File: src/rtl/serial_cmp_ctrl.sv
// Serial unsigned magnitude comparator: scans 2-bit digits MSB first, one per cycle.
// Optional macro SERIAL_CMP_EARLY_EXIT_EN finishes on the first differing digit.
module serial_cmp_ctrl #(
  parameter int WIDTH = 8
) (
  input  logic             clk,
  input  logic             rst,
  input  logic             start,
  input  logic [WIDTH-1:0] a,
  input  logic [WIDTH-1:0] b,
  output logic             busy,
  output logic             done,
  output logic             equal,
  output logic             gt,
  output logic             lt
);

  localparam int D  = WIDTH / 2;
  localparam int IW = (D > 1) ? $clog2(D) : 1;

  typedef enum logic [1:0] {IDLE, RUN, DONE} state_t;

  state_t           state_q;
  logic [IW-1:0]    idx_q;
  logic [WIDTH-1:0] a_q, b_q;
  logic             dec_q, dgt_q;
  logic             busy_q, done_q, equal_q, gt_q, lt_q;

  logic [WIDTH-1:0] a_sh_d, b_sh_d;
  logic [1:0]       da_d, db_d;
  logic             dig_ne_d, dig_gt_d, fin_dec_d, fin_gt_d, exit_d;

  assign a_sh_d   = a_q >> {idx_q, 1'b0};
  assign b_sh_d   = b_q >> {idx_q, 1'b0};
  assign da_d     = a_sh_d[1:0];
  assign db_d     = b_sh_d[1:0];
  assign dig_ne_d = (da_d != db_d);
  assign dig_gt_d = (da_d > db_d);

  // Once a digit has decided the outcome, later digits are only scanned, never used.
  assign fin_dec_d = dec_q | dig_ne_d;
  assign fin_gt_d  = dec_q ? dgt_q : dig_gt_d;

`ifdef SERIAL_CMP_EARLY_EXIT_EN
  assign exit_d = dig_ne_d || (idx_q == '0);
`else
  assign exit_d = (idx_q == '0);
`endif

  always_ff @(posedge clk) begin
    if (rst) begin
      state_q <= IDLE;
      idx_q   <= '0;
      a_q     <= '0;
      b_q     <= '0;
      dec_q   <= 1'b0;
      dgt_q   <= 1'b0;
      busy_q  <= 1'b0;
      done_q  <= 1'b0;
      equal_q <= 1'b0;
      gt_q    <= 1'b0;
      lt_q    <= 1'b0;
    end else begin
      done_q <= 1'b0;
      case (state_q)
        IDLE, DONE: begin
          if (start) begin
            a_q     <= a;
            b_q     <= b;
            idx_q   <= IW'(D - 1);
            dec_q   <= 1'b0;
            dgt_q   <= 1'b0;
            busy_q  <= 1'b1;
            state_q <= RUN;
          end else begin
            busy_q  <= 1'b0;
            state_q <= IDLE;
          end
        end
        RUN: begin
          if (exit_d) begin
            equal_q <= ~fin_dec_d;
            gt_q    <= fin_dec_d & fin_gt_d;
            lt_q    <= fin_dec_d & ~fin_gt_d;
            busy_q  <= 1'b0;
            done_q  <= 1'b1;
            state_q <= DONE;
          end else begin
            dec_q <= fin_dec_d;
            dgt_q <= fin_gt_d;
            idx_q <= idx_q - 1'b1;
          end
        end
        default: begin
          busy_q  <= 1'b0;
          state_q <= IDLE;
        end
      endcase
    end
  end

  assign busy  = busy_q;
  assign done  = done_q;
  assign equal = equal_q;
  assign gt    = gt_q;
  assign lt    = lt_q;

endmodule

File: config.mk
export PLATFORM = sky130hd
export DESIGN_NAME = serial_cmp_ctrl
export DESIGN_NICKNAME = d
export VERILOG_FILES = /design/src/rtl/serial_cmp_ctrl.sv
export SDC_FILE = /design/constraint.sdc
export NUM_CORES = 1
export LEC_CHECK = 0
export ABC_CLOCK_PERIOD_IN_PS = 1700
export CAP_MARGIN = 20
export CORE_MARGIN = 2
export CORE_UTILIZATION = 31
export DETAILED_ROUTE_END_ITERATION = 7
export PLACE_DENSITY = 0.57
export SLEW_MARGIN = 20
export SYNTH_ARGS = -nofsm -noshare
export SYNTH_HDL_FRONTEND = slang
export SYNTH_SLANG_ARGS = --single-unit
File: constraint.sdc
create_clock -name clk -period 1.7 [get_ports clk]
set_input_delay 0.255 -clock clk [delete_from_list [all_inputs] [get_ports clk]]
set_output_delay 0.255 -clock clk [all_outputs]
set_load 0.05 [all_outputs]
==> run metrics <==
syn_nets=147; worst skew pair latency=0.32 ns; CP Max Fanout=3; core area=3360 um^2; main combinational cell family by area after synthesis=simple AND/OR/NAND/NOR gates; TritonCTS clock tree=built; setup_tns=-0.761 ns; Final setup viols=5; Placed Area=1380 um^2; max incr delay on CP=0.53 ns; CTS Buffer Depth=2; Layout Utilization=42.6%; most common library cells after synthesis=nand2_1 (37), dfxtp_1 (26), a21oi_1 (19); Setup crit start kind=flip-flop; post-synthesis sequential area ratio=47.7%; Fmax=512 MHz; WP data arrival=2.18 ns; drt first-iter violations=24; RSZ-0062 raised after global routing=true; syn_area_per_cell=8.73 um^2; hold violation total from the final report=0; Fillers=357; Worst-path clk slew=0.14 ns; gr ovfl total=0; gr usage total=11.4%; drt wl/cell=11.1 um; layout cells sized above 1=17.1%; Hold Crit Class=in -> reg; post-route cell area=1430 um^2; CTS Sinks=26; Post-DRT Antenna Nets=0; critical path class=reg -> reg; pin count of the biggest net entering global routing=20; first-pass GRT wire length=3590 um; Via-to-Cell Ratio=4.70; htree depth=1; Leak Pwr=0.000550 uW; Chip Height=63.3 um; top-area cell type share of the netlist area=47.7%; Routability Congestion=0.755; Critical Path End Type=flip-flop; Primary FF master, synth=dfxtp_1; yosys warns=0; top-count cell post-synth=nand2_1; WP data required=1.92 ns; post-synth top area cell=dfxtp_1; CTS Buf Count=3; crit-path cells=buf_4 > mux4_2 > ha_4 > nor2b_1 > o21ai_1 > o21a_1 > a32o_1; mapped cell area=1090 um^2; Synth area leaders=dfxtp_1 (48%), nand2_1 (13%), a21oi_1 (8.7%); max_slew headroom=77.8%; Post-Syn Instances=125; Root Buffer=clkbuf_4; Async S/R FF share, synth=0%; Simple-Gate Fraction of Synth Area=21.7%; die area=4010 um^2; complex-gate fraction of the synthesized area=13.2%; Die X-Extent=63.3 um; DR pass1 iterations=4; # rows=21; HPWL after DPL=1730 um; Worst IR Drop VDD=0.400 mV; Layout area overhead=31.3%; adder-cell share of the synthesized area=3.44%; failing checks=negative setup slack; initial antenna violation count=0; DRT Wirelength=2190 um; critical path's slowest cell=mux4_2; initial core utilization=32.4%; Setup WS post-layout=-0.255 ns; Max Cap Viol=0; DRC viols=0; Post-synth EDFFs=0; P per Cell Area=908 nW/um^2; placed cells=194; status=finished with violations; Tmin final=1.95 ns; Post-Layout Cell Count=198; Final Cycle Share=115%; Post-CTS Repair Setup Buffers=0; fin. max-slew vios=0; register bit count reported by yosys=26; via count=931; Worst Path Buf+Inv=1; Layout Skew=0.0105 ns; IO Pins=24; Worst Max-Slew Pin Slew=0.333 ns; post-synthesis mux area share=8.26%; xor and xnor fraction of the mapped netlist area=0%; IO buf count=23; Nets=175; post-synth cell types=22; antenna cell count=0; CP top delay family=multiplexers; vias in the first global route=844
logic make-up after synthesis:
| logic type | after synthesis |
|---|---|
| buffers and inverters | 13 |
| multiplexers | 4 |
| adder cells (fa/ha/maj) | 3 |
| flip-flops | 26 |
| AO/OA/AOI/OAI | 26 |
| AND/OR/NAND/NOR | 53 |
flip-flops by register name, summed over array words and instances, names as in the netlist:
register	count
lt	1
b_q	8
gt	1
a_q	8
dgt_q	1
done	1
dec_q	1
equal	1
idx_q	2
state_q	2
area by class of cell:
class                      count  area (um^2)  share of cell area [%]
timing repair buffer          31          278                    19.4
tap                           46         57.6                    4.02
inverter                       5         18.8                    1.31
multi-input combinational     86          520                    36.3
sequential                    26          522                    36.4
clock buffer                   4         36.3                    2.53
final timing paths:
| check | startpoint | cells past startpoint | slack [ns] | end |
|---|---|---|---|---|
| worst max register to register | idx_q[0] | 7 | -0.25 | lt |
| worst min-delay path | a[1] | 3 | 0.46 | a_q[1] |
| worst min register to register | b_q[6] | 2 | 0.46 | b_q[6] |
| worst max-delay path | idx_q[0] | 7 | -0.25 | lt |
routing by layer:
metal  global-route usage (%)  wire length (um)  up-vias
li1                         -                 -      473
met1                     13.4               967      438
met2                     18.7              1100       15
met3                     2.86                91        5
met4                     6.52                39        0
met5                        0                 0        -
tightest hold or removal path: stages:
cell and delay [ns]:
clkdlybuf4s50_1 0.39, nand2_1 0.05, a21oi_1 0.05
layout by cell type (no fill, tap or decap), types with 3 or more instances in the layout:
cell	instances
nand2_1	37
dfxtp_1	25
clkdlybuf4s50_1	18
nor3_1	4
inv_1	3
a21oi_1	19
mux4_2	4
clkbuf_4	3
buf_4	13
nor2_1	5
power by group:
part	switching, uW	internal (uW)
sequential	28.2	652
combinational	155	154
clock	180	131
stage by stage:
step	total power (uW)	hold WS (ns)	worst slack (ns)
floorplan	887	0.391	-0.170
global placement	991	0.444	-0.191
detailed placement	999	0.448	-0.232
CTS	1300	0.454	-0.249
global route	1380	0.440	-0.316
finish	1300	0.458	-0.255
what timing repair did:
item / 4_1_cts / 5_1_grt
resized for setup: 2 / 2
hold buffers: 0 / 0
setup endpoints to repair: 5 / 5
Power figures use the tool's default switching activity.
